## src/rtl/dot_result_uart_tx.sv

```systemverilog
// dot_result_uart_tx
// UART (8N1, LSB first) transmitter that reports a captured 16-bit dot-product
// result as a 6-character ASCII line: four uppercase hex digits or "OFLO",
// followed by CR LF. The final stop bit ends on a one-cycle done pulse, and
// busy is already low in that cycle so a new line can follow with no gap.

module dot_result_uart_tx #(
    parameter int CLK_FREQ = 100_000_000,
    parameter int BAUD     = 115200
) (
    input  logic        clk,
    input  logic        rst_n,
    input  logic        start,
    input  logic [15:0] result16,
    input  logic        oflo,
    output logic        tx,
    output logic        busy,
    output logic        done
);

    localparam int DIV_RAW  = CLK_FREQ / BAUD;
    localparam int BAUD_DIV = (DIV_RAW < 2) ? 2 : DIV_RAW;
    localparam int CNT_W    = $clog2(BAUD_DIV);

    localparam logic [CNT_W-1:0] CNT_LAST = CNT_W'(BAUD_DIV - 1);
    // The last line's final stop bit hands over to IDLE one cycle early so
    // that the done cycle itself is the last cycle of that stop bit.
    localparam logic [CNT_W-1:0] CNT_PRE  = CNT_W'(BAUD_DIV - 2);
    localparam logic [CNT_W-1:0] CNT_ZERO = CNT_W'(0);
    localparam logic [CNT_W-1:0] CNT_ONE  = CNT_W'(1);

    typedef enum logic [1:0] {
        IDLE  = 2'd0,
        START = 2'd1,
        DATA  = 2'd2,
        STOP  = 2'd3
    } state_t;

    state_t            state_r;
    logic [CNT_W-1:0]  baud_cnt_r;
    logic [2:0]        bit_idx_r;
    logic [2:0]        char_idx_r;
    logic [15:0]       value_r;
    logic              oflo_r;
    logic              tx_r;
    logic              busy_r;
    logic              done_r;
    logic [7:0]        cur_byte_s;

    // Map one nibble to its uppercase ASCII hex digit.
    function automatic logic [7:0] hex_ascii(input logic [3:0] nib);
        logic [7:0] r;
        if (nib < 4'd10) begin
            r = 8'h30 + {4'd0, nib};
        end else begin
            r = 8'h37 + {4'd0, nib};
        end
        return r;
    endfunction

    // Byte number idx of the line for a latched value / overflow flag.
    function automatic logic [7:0] line_byte(input logic [15:0] val,
                                             input logic        ovf,
                                             input logic [2:0]  idx);
        logic [7:0] r;
        case (idx)
            3'd0:    r = ovf ? 8'h4F : hex_ascii(val[15:12]);
            3'd1:    r = ovf ? 8'h46 : hex_ascii(val[11:8]);
            3'd2:    r = ovf ? 8'h4C : hex_ascii(val[7:4]);
            3'd3:    r = ovf ? 8'h4F : hex_ascii(val[3:0]);
            3'd4:    r = 8'h0D;
            3'd5:    r = 8'h0A;
            default: r = 8'h00;
        endcase
        return r;
    endfunction

    // Character currently being framed, from the values latched at start.
    always_comb begin
        cur_byte_s = line_byte(value_r, oflo_r, char_idx_r);
    end

    // Transmit FSM: framing, bit timing and registered tx/busy/done.
    always_ff @(posedge clk or negedge rst_n) begin
        if (!rst_n) begin
            state_r    <= IDLE;
            baud_cnt_r <= CNT_ZERO;
            bit_idx_r  <= 3'd0;
            char_idx_r <= 3'd0;
            value_r    <= 16'h0000;
            oflo_r     <= 1'b0;
            tx_r       <= 1'b1;
            busy_r     <= 1'b0;
            done_r     <= 1'b0;
        end else begin
            done_r <= 1'b0;
            case (state_r)
                IDLE: begin
                    baud_cnt_r <= CNT_ZERO;
                    bit_idx_r  <= 3'd0;
                    char_idx_r <= 3'd0;
                    if (start) begin
                        value_r <= result16;
                        oflo_r  <= oflo;
                        state_r <= START;
                        tx_r    <= 1'b0;
                        busy_r  <= 1'b1;
                    end else begin
                        tx_r   <= 1'b1;
                        busy_r <= 1'b0;
                    end
                end
                START: begin
                    if (baud_cnt_r == CNT_LAST) begin
                        baud_cnt_r <= CNT_ZERO;
                        bit_idx_r  <= 3'd0;
                        state_r    <= DATA;
                        tx_r       <= cur_byte_s[0];
                    end else begin
                        baud_cnt_r <= baud_cnt_r + CNT_ONE;
                    end
                end
                DATA: begin
                    if (baud_cnt_r == CNT_LAST) begin
                        baud_cnt_r <= CNT_ZERO;
                        if (bit_idx_r == 3'd7) begin
                            bit_idx_r <= 3'd0;
                            state_r   <= STOP;
                            tx_r      <= 1'b1;
                        end else begin
                            bit_idx_r <= bit_idx_r + 3'd1;
                            tx_r      <= cur_byte_s[bit_idx_r + 3'd1];
                        end
                    end else begin
                        baud_cnt_r <= baud_cnt_r + CNT_ONE;
                    end
                end
                STOP: begin
                    if ((char_idx_r == 3'd5) && (baud_cnt_r == CNT_PRE)) begin
                        baud_cnt_r <= CNT_ZERO;
                        char_idx_r <= 3'd0;
                        state_r    <= IDLE;
                        busy_r     <= 1'b0;
                        done_r     <= 1'b1;
                        tx_r       <= 1'b1;
                    end else if (baud_cnt_r == CNT_LAST) begin
                        baud_cnt_r <= CNT_ZERO;
                        char_idx_r <= char_idx_r + 3'd1;
                        state_r    <= START;
                        tx_r       <= 1'b0;
                    end else begin
                        baud_cnt_r <= baud_cnt_r + CNT_ONE;
                    end
                end
                default: begin
                    state_r    <= IDLE;
                    baud_cnt_r <= CNT_ZERO;
                    bit_idx_r  <= 3'd0;
                    char_idx_r <= 3'd0;
                    tx_r       <= 1'b1;
                    busy_r     <= 1'b0;
                end
            endcase
        end
    end

    assign tx   = tx_r;
    assign busy = busy_r;
    assign done = done_r;

endmodule

```

## config.mk

```make
export PLATFORM = sky130hd
export DESIGN_NAME = dot_result_uart_tx
export DESIGN_NICKNAME = d
export VERILOG_FILES = /design/src/rtl/dot_result_uart_tx.sv
export SDC_FILE = /design/constraint.sdc
export NUM_CORES = 1
export LEC_CHECK = 0
export ABC_AREA = 1
export BUFFER_PORTS_ARGS = -buffer_cell sky130_fd_sc_hd__clkbuf_2
export CAP_MARGIN = 25
export CORE_MARGIN = 2
export CORE_UTILIZATION = 45
export CTS_BUF_LIST = sky130_fd_sc_hd__clkbuf_8
export CTS_CLUSTER_DIAMETER = 120
export CTS_CLUSTER_SIZE = 40
export DETAILED_ROUTE_END_ITERATION = 8
export PLACE_DENSITY = 0.69
export RECOVER_POWER = 100
export SYNTH_ARGS = -nofsm -noshare
export SYNTH_HDL_FRONTEND = slang
export SYNTH_SLANG_ARGS = --single-unit
export TNS_END_PERCENT = 20
```

## constraint.sdc

```tcl
create_clock -name clk -period 1.6 [get_ports clk]
set_clock_uncertainty 0.2 [all_clocks]
set_input_delay 0.32 -clock clk [delete_from_list [all_inputs] [get_ports clk]]
set_output_delay 0.32 -clock clk [all_outputs]
set_load 0.03 [all_outputs]
```

==> results of run 1 <==
==> cell usage in the layout (no fill, tap or decap), drive strengths merged, types with 2 or more instances in the layout <==
cell | Yosys | layout
a21oi | 17 | 17
buf | 2 | 51
clkbuf | 3 | 29
dfrtp | 37 | 37
ha | 18 | 18
inv | 47 | 47
nand2 | 102 | 102
nand3 | 19 | 19
nand4 | 5 | 5
nor2 | 33 | 33
nor3 | 6 | 6
nor3b | 2 | 2
o21ai | 39 | 40
o22ai | 2 | 2
xor2 | 2 | 2
==> logic make-up after synthesis <==
logic type	after synthesis	share of synthesized area [%]
xor gates and xnor gates	3	1.04
adders and majority gates	18	8.94
buffers and inverters	52	8.54
DFF	38	37.8
AOI/OAI and AO/OA	63	14.6
and+or+nand+nor	168	29.1
==> timing repair <==
| action | 4_1_cts | 5_1_grt |
|---|---|---|
| buffers inserted | 3 | 2 |
| setup endpoints to repair | 28 | 38 |
| pin swaps | 7 | 6 |
| hold endpoints to repair | 15 | 0 |
| resized for setup | 14 | 22 |
| gates cloned | 1 | 0 |
| hold buffers | 1 | 0 |
==> through the flow <==
step / hold WS (ns) / total power [mW] / area [sq um] / setup slack, ns
after global routing: 0.0326 / 1.77 / 3360 / -0.441
after floorplan: -0.176 / 0.979 / 2560 / -0.0867
after CTS: 0.00554 / 1.74 / 3300 / -0.260
after detailed placement: 0.0992 / 1.03 / 3110 / -0.301
after global placement: 0.0960 / 1.03 / 3110 / -0.231
final: 0.0166 / 1.71 / 3360 / -0.300
==> worst paths after layout <==
kind                                from             to  slack [ns]  cells after the start
hold / removal               result16[3]     value_r[3]        0.02                      3
setup reg to reg           char_idx_r[0]             tx       -0.30                     12
setup / recovery           char_idx_r[0]             tx       -0.30                     12
hold reg to reg                       tx             tx        0.27                      2
min in group asynchronous          rst_n    value_r[11]        0.29                      2
max in group asynchronous          rst_n  char_idx_r[0]        0.16                      3
==> worst max-delay path: cells and delay by family, from the launching register on <==
family | cells | cell delay [ns]
DFF | 1 | 0.46
and+or+nand+nor | 7 | 0.45
adders and majority gates | 2 | 0.40
AOI/OAI and AO/OA | 3 | 0.33
==> state kept, by name, summed over array words and instances (netlist names) <==
name	flops
tx	1
baud_cnt_r	10
oflo_r	1
bit_idx_r	3
busy	1
char_idx_r	3
done	1
state_r	2
value_r	16
==> cell type report <==
| type | count | area, sq um |
|---|---|---|
| flip-flops and latches | 38 | 953 |
| multi-input cells | 253 | 1510 |
| clock inverters | 2 | 12.5 |
| fillers | 494 | 2080 |
| well taps | 72 | 90.1 |
| repair buffers | 75 | 520 |
| clock buffers | 6 | 82.6 |
| inverters | 47 | 189 |
==> layer usage <==
| metal | vias up | wire length [um] |
|---|---|---|
| met3 | 11 | 167 |
| met2 | 34 | 3060 |
| met5 | - | 0 |
| met1 | 1143 | 2520 |
| li1 | 1260 | - |
| met4 | 0 | 106 |
==> power by group through the flow <==
| stage | Combinational [mW] | Clock, mW | Sequential, mW |
|---|---|---|---|
| floorplan | 0.0000278 | 0 | 0.979 |
| global placement | 0.0479 | 0 | 0.979 |
| detailed placement | 0.0486 | 0 | 0.979 |
| CTS | 0.0514 | 0.728 | 0.959 |
| global route | 0.0515 | 0.757 | 0.960 |
| finish | 0.0451 | 0.701 | 0.960 |
==> qor.txt, run 1 <==
clk sink count: 38
largest net degree at the start of global routing: 35
vias in the first global route: 2486
CTS root buffer: clkbuf_8
final setup fails: 19
via count: 2448
Power Density: 507 nW/um^2
DP Cell Count: 478
Max stage delay cell, worst path: dfrtp_2
part of the cycle the worst path needs: 119%
Clock Latency Late Sink: 0.29 ns
gr usage total: 20.4%
initial antenna violation count: 0
worst slew pin tran: 0.454 ns
worst setup margin: -0.300 ns
Int Pwr: 1.33 mW
post-route insts no fill: 493
Initial DRT Pass Iterations: 4
post-route setup TNS: -2.74 ns
arrival time worst endpoint: 1.93 ns
Seq cells post-synth: 38
Syn Inst Count: 342
per-cell routed wire length: 11.9 um
top post-synthesis cells by area: dfrtp_1 37%, nand2_1 14%, ha_1 8.9%
Synth top area share: 36.8%
CTS clk-pin slew, worst paths: 0.08 ns
Mapped Area: 2520 sq um
synth cell count leaders: 94 x nand2_1, 38 x inv_1, 37 x dfrtp_1
TritonCTS Buffers: 5
Psw: 381 uW
met3 Usage GRT: 3.75%
commonest register cell after synthesis: dfrtp_1
DIE HEIGHT: 78.8 um
n_diodes: 0
synth warn: 0
Die Area: 6210 sq um
Via-to-Cell Ratio: 4.97
CP Class: flip-flop to flip-flop
deepest clock path buffer count: 2
Critical Path End Type: flip-flop
worst min path class: input port to flip-flop
failing checks: negative setup slack
Flop pwr share: 56.2%
EDFF count, synth: 0
Max-Cap Viols: 0
CP Cell Sequence: ha_2 > ha_4 > nand2_1 > o21ai_0 > o21ai_1 > o21ai_1 > nand3_1 > nand3_1 > nand2_1 > nand2_1 > nand2_1 > nand2_1
DR DRC count: 0
Critical Path Source Type: flip-flop
GPL Wtd Cong: 0.911
Max IR drop VDD: 0.000332 V
Final nets: 458
Final ANT Viol Nets: 0
core area: 5440 sq um
GRT overflow: 0
Initial Util: 46.3%
most numerous cell in the Yosys netlist: nand2_1
worst-path fanout max: 6
Syn Nets: 380
Die W: 78.8 um
met2 usage: 38.3%
Switching Fraction: 22.3%
global-route wire length before repair: 10200 um
Final min period: 1.90 ns
layout cells sized above 1: 32.3%
synth-to-layout area growth: 33.5%
status: finished with violations
CTS tree: done
cell taking the most area after synthesis: dfrtp_1
Pleak: 1.64 nW
row cnt: 27
Slew headroom: 69.8%
H-Tree Depth: 2
DR iter-0 viols: 105
highest attainable clock frequency: 0.526 GHz
Detail Placement HPWL: 4490 um
clock power share: 41.1%
WP data required: 1.63 ns
I/O pin count: 23
WL final: 5850 um
RSZ-0062 raised after global routing: yes
Seq/Total Area, Yosys: 37.8%
# port buffers: 22
busiest grt layer: met2
GR Layer Usage met1: 22.8%
final hold vios: 0
combinational cell fraction of total power: 2.6%
Avg Cell Area, Syn: 7.36 sq um
slowest stage delay, CP: 0.46 ns
Final Util: 61.8%
max-slew violation count: 0
synth unique cells: 33
ys async rst share: 100%
Most common cell on crit path: nand2_1
Note: power is estimated with default switching activity, not from simulation.
==> run 2, diff against run 1 <==
- GPL_TIMING_DRIVEN: default -> 1
- HOLD_SLACK_MARGIN: default -> 0.06
- PLACE_DENSITY: 0.69 -> default
- PLACE_DENSITY_LB_ADDON: default -> 0.1
==> run 2 against run 1 <==
The run still ends with negative setup slack left. First-iteration DRC count down 30%. Cell count up 3.2%. Flip-flop and latch count unchanged. Clock-buffer cell count unchanged. Utilization up 3.0 points. Critical path depth down 2. Sequential power about the same. Register-to-register slack about the same. Wire length down 2.6%. Die area unchanged. Largest cell class unchanged. Highest routed layer unchanged.
==> qor.txt, run 2 (synthesized netlist as in run 1, its figures left out) <==
status: finished with violations
failing checks: negative setup slack
Critical Path End Type: flip-flop
worst slew pin tran: 0.420 ns
I/O pin count: 23
RSZ-0062 raised after global routing: yes
DR DRC count: 0
arrival time worst endpoint: 1.90 ns
Die Area: 6210 sq um
DR iter-0 viols: 74
part of the cycle the worst path needs: 118%
row cnt: 27
H-Tree Depth: 2
CP Cell Sequence: inv_2 > ha_4 > nand2_2 > nor2_2 > nand3_2 > nand2_4 > inv_4 > a22oi_4 > nand2_1 > o22ai_1
slowest stage delay, CP: 0.41 ns
commonest non-fill, non-tap cell in the layout: nand2_1
n_diodes: 0
TritonCTS Buffers: 5
DIE HEIGHT: 78.8 um
clk sink count: 38
Crit path max-delay family: simple AND/OR/NAND/NOR gates
Area after DPL: 3130 sq um
Max stage delay cell, worst path: dfrtp_1
Final nets: 476
largest net degree at the start of global routing: 35
Initial Util: 46.3%
buffer and inverter count on the worst path: 2
core area: 5440 sq um
# port buffers: 22
Power Density: 480 nW/um^2
Slew headroom: 72.0%
Clock Latency Late Sink: 0.28 ns
most frequent cells in the layout: 91 x nand2_1, 51 x buf_4, 37 x dfrtp_1, 33 x inv_1, 26 x o21ai_0
Reg2Reg Setup Slack: -0.30 ns
pre-CTS setup slack: -0.269 ns
final hold vios: 0
CTS tree: done
Final min period: 1.90 ns
WP data required: 1.60 ns
global-route wire length before repair: 9690 um
Pleak: 1.69 nW
max-slew violation count: 0
final setup fails: 18
worst min path class: input port to flip-flop
initial antenna violation count: 0
CTS root buffer: clkbuf_8
deepest clock path buffer count: 2
Via-to-Cell Ratio: 4.81
Initial DRT Pass Iterations: 4
Biggest register: value_r
Detail Placement HPWL: 4370 um
max reg flops: 16
post-route setup TNS: -3.30 ns
CTS clk-pin slew, worst paths: 0.07 ns
Max IR drop VDD: 0.000384 V
Top Registers: value_r x16, baud_cnt_r x10
Critical Path Source Type: flip-flop
Max-Cap Viols: 0
highest attainable clock frequency: 0.527 GHz
GPL Wtd Cong: 0.869
worst-path fanout max: 6
gr usage total: 19.2%
CP Class: flip-flop to flip-flop
Design Area, Final: 3530 sq um
per-cell routed wire length: 11.2 um
Die W: 78.8 um
vias in the first global route: 2326
Final Util: 64.8%
synth-to-layout area growth: 40.0%
worst setup margin: -0.296 ns
Final ANT Viol Nets: 0
GRT overflow: 0
WL final: 5700 um
via count: 2448
layout cells sized above 1: 31.6%
run 2: layer usage:
| metal | GRT usage (%) | up-vias | share of wire [%] |
|---|---|---|---|
| met4 | 5.52 | 0 | 1.3 |
| met1 | 22.9 | 1121 | 44 |
| met3 | 3.52 | 9 | 2.1 |
| met2 | 35.3 | 20 | 52 |
| li1 | - | 1298 | - |
| met5 | 0 | - | 0 |
run 2: area by class of cell:
cell class / count / area (sq um)
multi-input cells: 253 / 1520
well taps: 72 / 90.1
fillers: 498 / 1910
repair buffers: 93 / 698
clock buffers: 6 / 82.6
inverters: 47 / 184
flip-flops and latches: 38 / 952
run 2: through the flow:
step | total power [mW] | instances | hold slack (ns)
CTS | 1.72 | 508 | 0.157
global route | 1.75 | 509 | 0.160
floorplan | 0.979 | 342 | -0.176
detailed placement | 1.03 | 481 | 0.0879
finish | 1.69 | 509 | 0.144
global placement | 1.03 | 481 | 0.0879
run 2: path summary, 6_finish.rpt:
kind,start,endpoint,cells past startpoint
setup reg to reg,char_idx_r[1],char_idx_r[2],10
hold reg to reg,tx,tx,2
hold / removal,start,value_r[3],4
setup / recovery,char_idx_r[1],char_idx_r[2],10
min in group asynchronous,rst_n,value_r[9],2
max in group asynchronous,rst_n,baud_cnt_r[4],3
run 2: repair_timing:
item                                    CTS  global route
endpoints found under the setup margin   19            38
gates resized for setup                   9            26
hold buffers                             18             0
buffers inserted                          2             1
gates cloned                              1             0
hold endpoints to repair                 31             0
pin swaps                                 9             5
run 2: worst reg2reg max path, stage by stage (launching register included):
cell and delay (ns):
dfrtp_1 0.41, inv_2 0.12, ha_4 0.16, nand2_2 0.08
nor2_2 0.13, nand3_2 0.12, nand2_4 0.12, inv_4 0.06
a22oi_4 0.22, nand2_1 0.08, o22ai_1 0.13
run 2: power by group:
part,switching [mW],internal (mW),total (mW)
combinational,0.0306,0.0459,0.0765
clock,0.325,0.333,0.657
sequential,0,0.960,0.960
total,0.355,1.34,1.69
